File: src/rtl/fetch_pkg.sv
// fetch_pkg: shared definitions for the instruction-fetch stage.
//   - redirect select encodings driven by decode on pc_src
//   - fetch FSM state encoding
//   - default NOP word injected into IF/ID on flush/reset
//   - word-address PC increment helper
package fetch_pkg;

  localparam logic [1:0] PC_SRC_NONE   = 2'b00;
  localparam logic [1:0] PC_SRC_BRANCH = 2'b01;
  localparam logic [1:0] PC_SRC_JUMP   = 2'b10;
  localparam logic [1:0] PC_SRC_JR     = 2'b11;

  localparam logic [31:0] NOP_INST_DEFAULT = 32'h0000_0000;

  // IDLE : first cycle after reset, launches at pc
  // WAIT : a live request is outstanding
  // HOLD : a response is parked while downstream is held
  // DRAIN: a stale request (pre-redirect) is outstanding
  typedef enum logic [1:0] {
    ST_IDLE  = 2'b00,
    ST_WAIT  = 2'b01,
    ST_HOLD  = 2'b10,
    ST_DRAIN = 2'b11
  } fetch_state_e;

  // Word-addressed increment; wraps modulo 2^32 silently.
  function automatic logic [31:0] pc_inc(input logic [31:0] pc);
    return pc + 32'd1;
  endfunction

endpackage

File: src/rtl/fetch_reg.sv
// fetch_reg: generic register with enable and synchronous clear.
//   clk, rst_n : clock, asynchronous active-low reset (loads CLR_VAL)
//   en         : load d when high
//   clr        : synchronous clear to CLR_VAL, wins over en
//   d / q      : data in / registered data out
module fetch_reg #(
  parameter int               WIDTH   = 32,
  parameter logic [WIDTH-1:0] CLR_VAL = '0
) (
  input  logic             clk,
  input  logic             rst_n,
  input  logic             en,
  input  logic             clr,
  input  logic [WIDTH-1:0] d,
  output logic [WIDTH-1:0] q
);

  // Storage with clear taking priority over load.
  always_ff @(posedge clk or negedge rst_n) begin
    if (!rst_n) begin
      q <= CLR_VAL;
    end else if (clr) begin
      q <= CLR_VAL;
    end else if (en) begin
      q <= d;
    end
  end

endmodule

File: src/rtl/pc_target_sel.sv
// pc_target_sel: 4:1 redirect target mux.
//   pc_src            : 00 none, 01 branch, 10 jump, 11 jr
//   branch, jump, jr  : candidate targets from decode
//   target            : selected redirect target (don't-care when pc_src=00)
module pc_target_sel
  import fetch_pkg::*;
(
  input  logic [1:0]  pc_src,
  input  logic [31:0] branch,
  input  logic [31:0] jump,
  input  logic [31:0] jr,
  output logic [31:0] target
);

  // Target selection on the redirect code.
  always_comb begin
    target = 32'h0000_0000;
    case (pc_src)
      PC_SRC_BRANCH: target = branch;
      PC_SRC_JUMP:   target = jump;
      PC_SRC_JR:     target = jr;
      default:       target = 32'h0000_0000;
    endcase
  end

endmodule

File: src/rtl/fetch_stage.sv
// fetch_stage: instruction fetch with a single-outstanding imem handshake
// and the IF/ID buffer.
//   clk, clear        : clock; asynchronous active-low reset
//   stall, turn_off   : hold PC and IF/ID (identical meaning)
//   pc_src, branch, jump, jr : redirect select and targets from decode
//   kill              : flush IF/ID without a PC change
//   imem_req/addr     : combinational launch strobe and address
//   imem_rdata/valid  : returned instruction and its strobe
//   inst_buff_data, pc_buff_tun, pc_link, inst_valid : IF/ID contents
module fetch_stage
  import fetch_pkg::*;
#(
  parameter logic [31:0] RESET_PC = 32'h0000_0000,
  parameter logic [31:0] NOP_INST = NOP_INST_DEFAULT
) (
  input  logic        clk,
  input  logic        clear,
  input  logic        stall,
  input  logic        turn_off,
  input  logic [1:0]  pc_src,
  input  logic [31:0] branch,
  input  logic [31:0] jump,
  input  logic [31:0] jr,
  input  logic        kill,
  output logic        imem_req,
  output logic [31:0] imem_addr,
  input  logic [31:0] imem_rdata,
  input  logic        imem_valid,
  output logic [31:0] inst_buff_data,
  output logic [31:0] pc_buff_tun,
  output logic [31:0] pc_link,
  output logic        inst_valid
);

  fetch_state_e state_r, state_nxt_s;
  logic [31:0]  pc_r, pc_nxt_s;
  logic [31:0]  buf_data_r, buf_pc_r;
  logic [31:0]  target_s, addr_s, load_data_s, load_pc_s;
  logic         hold_s, redirect_s, req_s, load_s, flush_s, park_s;
  logic [32:0]  ifid_inst_q_s;
  logic [63:0]  ifid_pc_q_s;

  assign hold_s     = stall | turn_off;
  assign redirect_s = (pc_src != PC_SRC_NONE);

  pc_target_sel u_target_sel (
    .pc_src (pc_src),
    .branch (branch),
    .jump   (jump),
    .jr     (jr),
    .target (target_s)
  );

  // Next-state, PC update, launch and IF/ID load/flush decisions.
  always_comb begin
    state_nxt_s = state_r;
    pc_nxt_s    = pc_r;
    req_s       = 1'b0;
    addr_s      = pc_r;
    load_s      = 1'b0;
    flush_s     = kill;
    park_s      = 1'b0;
    load_data_s = imem_rdata;
    load_pc_s   = pc_r;
    case (state_r)
      ST_IDLE: begin
        req_s       = 1'b1;
        state_nxt_s = ST_WAIT;
        if (redirect_s) begin
          pc_nxt_s = target_s;
          addr_s   = target_s;
          flush_s  = 1'b1;
        end else begin
          addr_s = pc_r;
        end
      end
      ST_WAIT: begin
        if (redirect_s) begin
          pc_nxt_s = target_s;
          flush_s  = 1'b1;
          if (imem_valid) begin
            // Response belongs to the old path: drop it, relaunch now.
            req_s  = 1'b1;
            addr_s = target_s;
          end else begin
            state_nxt_s = ST_DRAIN;
          end
        end else if (imem_valid) begin
          if (hold_s) begin
            park_s      = 1'b1;
            state_nxt_s = ST_HOLD;
          end else begin
            load_s   = 1'b1;
            pc_nxt_s = pc_inc(pc_r);
            req_s    = 1'b1;
            addr_s   = pc_inc(pc_r);
          end
        end else begin
          state_nxt_s = ST_WAIT;
        end
      end
      ST_HOLD: begin
        if (redirect_s) begin
          pc_nxt_s    = target_s;
          flush_s     = 1'b1;
          req_s       = 1'b1;
          addr_s      = target_s;
          state_nxt_s = ST_WAIT;
        end else if (!hold_s) begin
          load_s      = 1'b1;
          load_data_s = buf_data_r;
          load_pc_s   = buf_pc_r;
          pc_nxt_s    = pc_inc(buf_pc_r);
          req_s       = 1'b1;
          addr_s      = pc_inc(buf_pc_r);
          state_nxt_s = ST_WAIT;
        end else begin
          state_nxt_s = ST_HOLD;
        end
      end
      ST_DRAIN: begin
        if (imem_valid) begin
          // Stale data is discarded; the pending path starts now.
          req_s       = 1'b1;
          state_nxt_s = ST_WAIT;
          if (redirect_s) begin
            pc_nxt_s = target_s;
            addr_s   = target_s;
          end else begin
            addr_s = pc_r;
          end
        end else if (redirect_s) begin
          pc_nxt_s = target_s;
        end else begin
          state_nxt_s = ST_DRAIN;
        end
      end
      default: begin
        state_nxt_s = ST_IDLE;
      end
    endcase
  end

  // No launch may be seen while reset is asserted.
  assign imem_req  = req_s & clear;
  assign imem_addr = addr_s;

  // FSM state and program counter.
  always_ff @(posedge clk or negedge clear) begin
    if (!clear) begin
      state_r <= ST_IDLE;
      pc_r    <= RESET_PC;
    end else begin
      state_r <= state_nxt_s;
      pc_r    <= pc_nxt_s;
    end
  end

  // Hold buffer: captures a response that arrives while downstream is held.
  always_ff @(posedge clk or negedge clear) begin
    if (!clear) begin
      buf_data_r <= 32'h0000_0000;
      buf_pc_r   <= 32'h0000_0000;
    end else if (park_s) begin
      buf_data_r <= imem_rdata;
      buf_pc_r   <= pc_r;
    end
  end

  // IF/ID instruction + valid: flushed to NOP/invalid, flush beats load.
  fetch_reg #(
    .WIDTH   (33),
    .CLR_VAL ({NOP_INST, 1'b0})
  ) u_ifid_inst (
    .clk   (clk),
    .rst_n (clear),
    .en    (load_s | flush_s),
    .clr   (flush_s),
    .d     ({load_data_s, 1'b1}),
    .q     (ifid_inst_q_s)
  );

  // IF/ID PC pair: held across a flush, only updated by a real load.
  fetch_reg #(
    .WIDTH   (64),
    .CLR_VAL (64'h0)
  ) u_ifid_pc (
    .clk   (clk),
    .rst_n (clear),
    .en    (load_s & ~flush_s),
    .clr   (1'b0),
    .d     ({load_pc_s, pc_inc(load_pc_s)}),
    .q     (ifid_pc_q_s)
  );

  assign inst_buff_data = ifid_inst_q_s[32:1];
  assign inst_valid     = ifid_inst_q_s[0];
  assign pc_buff_tun    = ifid_pc_q_s[63:32];
  assign pc_link        = ifid_pc_q_s[31:0];

endmodule

File: config.mk
export PLATFORM = sky130hd
export DESIGN_NAME = fetch_stage
export DESIGN_NICKNAME = d
export VERILOG_FILES = /design/src/rtl/fetch_pkg.sv /design/src/rtl/fetch_reg.sv /design/src/rtl/pc_target_sel.sv /design/src/rtl/fetch_stage.sv
export SDC_FILE = /design/constraint.sdc
export NUM_CORES = 1
export LEC_CHECK = 0
export CORE_UTILIZATION = 34
export CTS_BUF_LIST = sky130_fd_sc_hd__clkbuf_4 sky130_fd_sc_hd__clkbuf_8
export CTS_CLUSTER_SIZE = 30
export DETAILED_ROUTE_END_ITERATION = 10
export SLEW_MARGIN = 40
export SYNTH_ARGS = -nofsm -noshare
export SYNTH_HDL_FRONTEND = slang
export SYNTH_HIERARCHICAL = 1
export SYNTH_SLANG_ARGS = --single-unit
File: constraint.sdc
create_clock -name clk -period 3.2 [get_ports clk]
set_input_delay 0.32 -clock clk [delete_from_list [all_inputs] [get_ports clk]]
set_output_delay 0.32 -clock clk [all_outputs]
set_load 0.01 [all_outputs]
### Word level (Yosys, flattened, before mapping)

Index checks and enable logic that the tools add are counted.

| cells by class | value |
|---|---|
| muxes and demuxes | 44 |
| equality and inequality tests | 9 |
| reductions and logical operators | 6 |
| bitwise gates (word level) | 5 |
| add/subtract/negate cells | 3 |

Operators with widths:

| kind | count |
|---|---|
| 32-bit 2-to-1 mux | 15 |
| 32-bit one-hot mux with 3 select lines | 2 |
| 32-bit one-hot mux with 4 select lines | 1 |
| 32-bit by 1-bit adder with 32-bit output, second input constant | 3 |
| 33-bit 2-to-1 mux | 2 |
| 2-bit 2-to-1 mux | 8 |
| 1-bit 2-to-1 mux | 13 |
| 3-bit != test, second input constant | 3 |
| 2-bit == test, second input constant | 4 |
| 2-bit one-hot mux with 4 select lines | 1 |
| 2-bit by 1-bit == test with 1-bit output, second input constant | 2 |
| 1-bit one-hot mux with 4 select lines | 1 |
| 2-bit nonzero test | 2 |
| 3-bit AND reduction | 1 |
| 3-bit OR reduction | 1 |
| 1-bit bitwise AND | 2 |
| 2-bit zero test | 1 |
| 1-bit bitwise OR | 2 |
| 1-bit one-hot mux with 2 select lines | 1 |
| 2-bit OR reduction | 1 |
| 1-bit NOT | 1 |

| storage, ports and cells | value |
|---|---|
| word-level logic and storage cells | 73 |
| register bits after elaboration | 195 |

### Depth between registers and ports, before layout

| depth | value |
|---|---|
| word-level depth | 8 |
| mapped depth | 17 |
| gate-level depth less buffers | 13 |

### By module

Netlist, hierarchy kept.

By module, submodules not included:

| module | sequential area each (um^2) | times used | cells each | area an instance (um^2) |
|---|---|---|---|---|
| fetch_stage | 2,452.4 | 1 | 1,365 | 9,968.3 |
| fetch_reg (u_ifid_pc) | 1,601.5 | 1 | 206 | 2,611.3 |
| fetch_reg (u_ifid_inst) | 825.8 | 1 | 107 | 1,367.6 |
| pc_target_sel | 0.0 | 1 | 77 | 899.6 |

### Worst setup path before layout

OpenSTA, ideal clock, no wires.

| timing | value |
|---|---|
| path type | reg2reg |
| start | register state_r[0] |
| end | register u_ifid_pc.q[20] |
| arrival | 2.868 ns |
| stages on the path, launching flop included | 17 |
| path slack | 0.214 ns |
| period minus slack after synthesis | 2.986 ns |
| cells stage by stage | dfrtp_1 > inv_1 > ha_1 > clkbuf_1 > inv_1 > nor2_8 > buf_2 > buf_2 > buf_2 > nand2_1 > nand2_1 > ha_1 > nand4_1 > nor3b_1 > xor2_1 > mux2i_1 > nor2_1 |

| between the ends | value |
|---|---|
| elaborated cells between the ends (all ways) | 10 |
| classes of those cells | add/sub: 1; eq/ne: 2; mux: 3; bitwise: 2; reduce/logical: 2 |

RTL lines:

| element | RTL line | text |
|---|---|---|
| from (decl) | fetch_stage.sv:35 | `fetch_state_e state_r, state_nxt_s;` |
| from (signal assigned) | fetch_stage.sv:154 | `state_r <= state_nxt_s;` |
| 2-bit == test | fetch_stage.sv:65 | `case (state_r)` |
| 32-bit 2-to-1 mux | fetch_stage.sv:65 |  |
| named net load_pc_s[1] | fetch_stage.sv:38 | `logic [31:0] target_s, addr_s, load_data_s, load_pc_s;` |
| 32-bit by 1-bit adder with 32-bit output | fetch_pkg.sv:28 | `return pc + 32'd1;` |
| to (signal assigned) | fetch_reg.sv:21 | `q <= CLR_VAL;` |
| to (signal assigned) | fetch_reg.sv:23 | `q <= CLR_VAL;` |
| to (signal assigned) | fetch_reg.sv:25 | `q <= d;` |
| to (decl) | fetch_reg.sv:15 | `output logic [WIDTH-1:0] q` |

The timed path passes the listed nets, and every way through them passes these cells.
A chain may end at the register's enable or synchronous reset.

### Worst setup path after layout

| timing | value |
|---|---|
| start | register buf_pc_r[1] |
| end | output imem_addr[17] |

| between the ends | value |
|---|---|
| cells in the longest elaborated chain, start to end | 4 |

Ends and longest elaborated chain:

| element | RTL line | text |
|---|---|---|
| from (decl) | fetch_stage.sv:37 | `logic [31:0] buf_data_r, buf_pc_r;` |
| from (signal assigned) | fetch_stage.sv:166 | `buf_pc_r <= pc_r;` |
| 32-bit by 1-bit adder with 32-bit output | fetch_pkg.sv:28 |  |
| 32-bit 2-to-1 mux (2 in a row) | - |  |
| 32-bit one-hot mux with 4 select lines | fetch_stage.sv:65 |  |
| to (decl) | fetch_stage.sv:26 | `output logic [31:0] imem_addr,` |

No other way between the ends.

==> impl_metrics.json <==
{
  "status": "complete, but fails checks",
  "failed_checks": "setup timing",
  "critPathLaunch": "buf_pc_r[1]$_DFFE_PN0P_",
  "critical_path_peak_fanout": 2,
  "netlist_area_um2": 14850,
  "cp_slowest_cell": "a2111o_1",
  "yosysWarnings": 6,
  "cts_tree": "yes",
  "synth_edf_count": 0,
  "seqPwrFrac_pct": 26.4,
  "clk_latency_ns": 0.51,
  "critPathTopFamily": "compound AO/OA/AOI/OAI gates",
  "dp.cells": 2758,
  "grt_max_degree": 102,
  "leakagePower_nw": 9.404,
  "fill_cells": 4176,
  "async_flop_share_pct": 100.0,
  "drt-total-wl_um": 62150,
  "synthCells": 1755,
  "die_x_um": 211.0,
  "fin_worst_skew_ns": 0.02052,
  "nets": 2384,
  "final_core_util_pct": 49.49,
  "grt_util_all_layers_pct": 27.69,
  "ff2ff_path_depth": 17,
  "path_common_cell": "buf_6",
  "finalNonFillerCells": 2836,
  "synth_area_per_cell_um2": 8.460,
  "dp_hpwl_um": 46410,
  "critPathRequiredTime_ns": 2.88,
  "gp_congestion": 0.9531,
  "r2r_start": "buf_pc_r[1]$_DFFE_PN0P_",
  "path_depth": 10,
  "antennaDiodeCount": 0,
  "fmax_ghz": 0.3087,
  "final.period_utilization_pct": 101.2,
  "path_cells": "buf_6 > buf_6 > nand4_1 > nor4_2 > buf_4 > nand3_4 > xor2_4 > a2111o_1 > a32oi_2 > buf_2",
  "min_path_type": "input pin to async pin",
  "layout_common_cells": "buf_4 (348), nand2_1 (269), clkdlybuf4s50_1 (229)",
  "fin_area_um2": 21320,
  "worst-path-buf-inv": 4,
  "place_ws_ns": -0.2207,
  "place_area_um2": 20020,
  "vias": 15730,
  "syn2layout_area_growth_pct": 43.60,
  "internal_power_w": 0.007874,
  "p_per_area_nw_per_um2": 674.2,
  "setup_violations": 4,
  "wl_per_cell_um": 21.91,
  "crit_arrival_ns": 2.92,
  "drc_errors": 0,
  "cts-root-buf": "clkbuf_8",
  "drv_cap": 0,
  "tightest_slew_ns": 0.5561,
  "switching_power_w": 0.006500,
  "synthAdderAreaFrac_pct": 0.5899,
  "drive_above_1_share_pct": 27.68,
  "ios": 266,
  "die_h_um": 211.0,
  "setup_ws_ns": -0.03941,
  "htreeDepth": 4,
  "clk_pin_slew_ns": 0.12,
  "port_buffers": 265,
  "hold_violations": 0,
  "synthMuxAreaShare_pct": 17.59,
  "p_clk_share_pct": 12.4,
  "final_common_cell": "buf_4",
  "path_class": "flip-flop to output pin",
  "synth_top_family_by_area": "simple AND/OR/NAND/NOR gates",
  "start_util_pct": 34.47,
  "synthesis.nets": 1898,
  "comb_power_share_pct": 61.1,
  "overflow": 0,
  "ir_drop_v": 0.0003950,
  "cts_num_sinks": 195,
  "synth-compound-area-share_pct": 17.29,
  "finalCriticalPeriod_ns": 3.239,
  "ant_nets": 0,
  "coreArea_um2": 43080,
  "rsz0062_at_grt": "yes",
  "yosysSeqAreaShare_pct": 32.87,
  "synth_xor_area_share_pct": 4.542,
  "drt_iter0_drc": 1377,
  "slew_viol_final": 0,
  "grt_pass1_vias": 15590,
  "relSlewSlack_pct": 62.93,
  "r2r_end": "pc_r[30]$_DFF_PN0_",
  "rows": 76,
  "ys_types": 80,
  "synthFlopType": "dfrtp_1",
  "ys_seq_elements": 195,
  "via_per_inst": 5.547,
  "cts_buffer_depth": 2,
  "cp-end-kind": "output pin",
  "switching_share_pct": 45.22,
  "grt_pass1_wl_um": 93510,
  "synth_simple_gate_area_share_pct": 20.49,
  "cts_made_buffers": 17,
  "crit_end": "imem_addr[17]",
  "cpPeakStageDelay_ns": 0.45,
  "r2r_setup_slack_ns": 0.09,
  "multi_input_comb_area_um2": 9572,
  "die_area_um2": 44510,
  "drtPass1Iterations": 5,
  "setup_tns_ns": -0.1075,
  "antenna_found_initial": 0,
  "regArea_um2": 4887,
  "start_kind": "flip-flop"
}
-- power by group through the flow --
stage	logic (W)	registers (W)	clock network, W
2_1_floorplan	0.00447	0.00357	0
3_3_place_gp	0.00829	0.00379	0
3_5_place_dp	0.00831	0.00382	0
4_1_cts	0.00854	0.00377	0.00182
5_1_grt	0.00937	0.00387	0.00191
6_report	0.00879	0.00380	0.00179
-- cells in the mapped netlist, types with 30 or more instances --
library cell | number | area share, %
nor2_1 | 200 | 5.1
a22o_1 | 35 | 2.1
dfrtp_1 | 195 | 33
mux2_4 | 30 | 3.0
nand4_1 | 36 | 1.5
nand3_1 | 39 | 1.3
mux2i_1 | 136 | 9.2
mux2_2 | 71 | 5.4
xor2_1 | 37 | 2.2
xnor2_1 | 40 | 2.4
clkbuf_1 | 108 | 2.7
nand2_1 | 271 | 6.9
a21oi_1 | 77 | 2.6
o21ai_0 | 68 | 2.3
-- registers in the layout (all words and copies together), names as in the netlist --
name           count
u_ifid_pc/q       64
u_ifid_inst/q     33
buf_data_r        32
buf_pc_r          32
pc_r              32
state_r            2
-- layout make-up --
type	count	share of cell area, %
Inverter	20	0.3521
Clock buffer	19	1.197
Timing Repair Buffer	639	26.50
Multi-Input combinational cell	1368	44.89
Tap cell	585	3.433
Sequential cell	195	22.92
Clock inverter	10	0.7042
-- worst min path at each step --
| stage | from | to | slack, ns |
|---|---|---|---|
| after floorplan | clear | buf_data_r[0]$_DFFE_PN0P_ | 0.02 |
| after global routing | clear | pc_r[4]$_DFF_PN0_ | 0.31 |
| final | clear | pc_r[8]$_DFF_PN0_ | 0.30 |
| after detailed placement | clear | u_ifid_inst/q[6]$_DFFE_PN0P_ | 0.28 |
| after global placement | clear | pc_r[2]$_DFF_PN0_ | 0.28 |
| after CTS | clear | state_r[0]$_DFFE_PN0P_ | 0.28 |
-- what timing repair did --
action	CTS	global route
setup buffers	31	17
pin swaps	19	34
gates resized for setup	123	66
hold endpoints to repair	32	0
setup endpoints to repair	32	27
hold buffers	1	0
-- metrics by stage --
stage               power (W)  hold WS (ns)
floorplan            0.008044       0.02441
global placement      0.01208        0.2760
detailed placement    0.01213        0.2799
CTS                   0.01412        0.2847
global route          0.01515        0.3106
finish                0.01437        0.2998
-- cell families (layout without fill, tap and decap cells) --
kind of cell / Yosys count / in the layout
and+or+nand+nor: 672 / 672
muxes: 237 / 237
buffers and inverters: 192 / 688
xor gates and xnor gates: 77 / 77
adders and majority gates: 7 / 7
other: 2 / 2
DFF: 195 / 195
AOI/OAI and AO/OA: 373 / 373
-- metal layers --
| layer | global-route usage, % | share of wire (%) | up-vias | routed length (um) |
|---|---|---|---|---|
| met3 | 3.048 | 5.2 | 118 | 3234 |
| met5 | 0 | 0 | - | 0 |
| li1 | - | - | 7224 | - |
| met1 | 35.56 | 42 | 7776 | 26150 |
| met4 | 11.67 | 4.1 | 0 | 2564 |
| met2 | 47.13 | 49 | 613 | 30190 |
No activity file was read; power rests on OpenSTA's default activity.
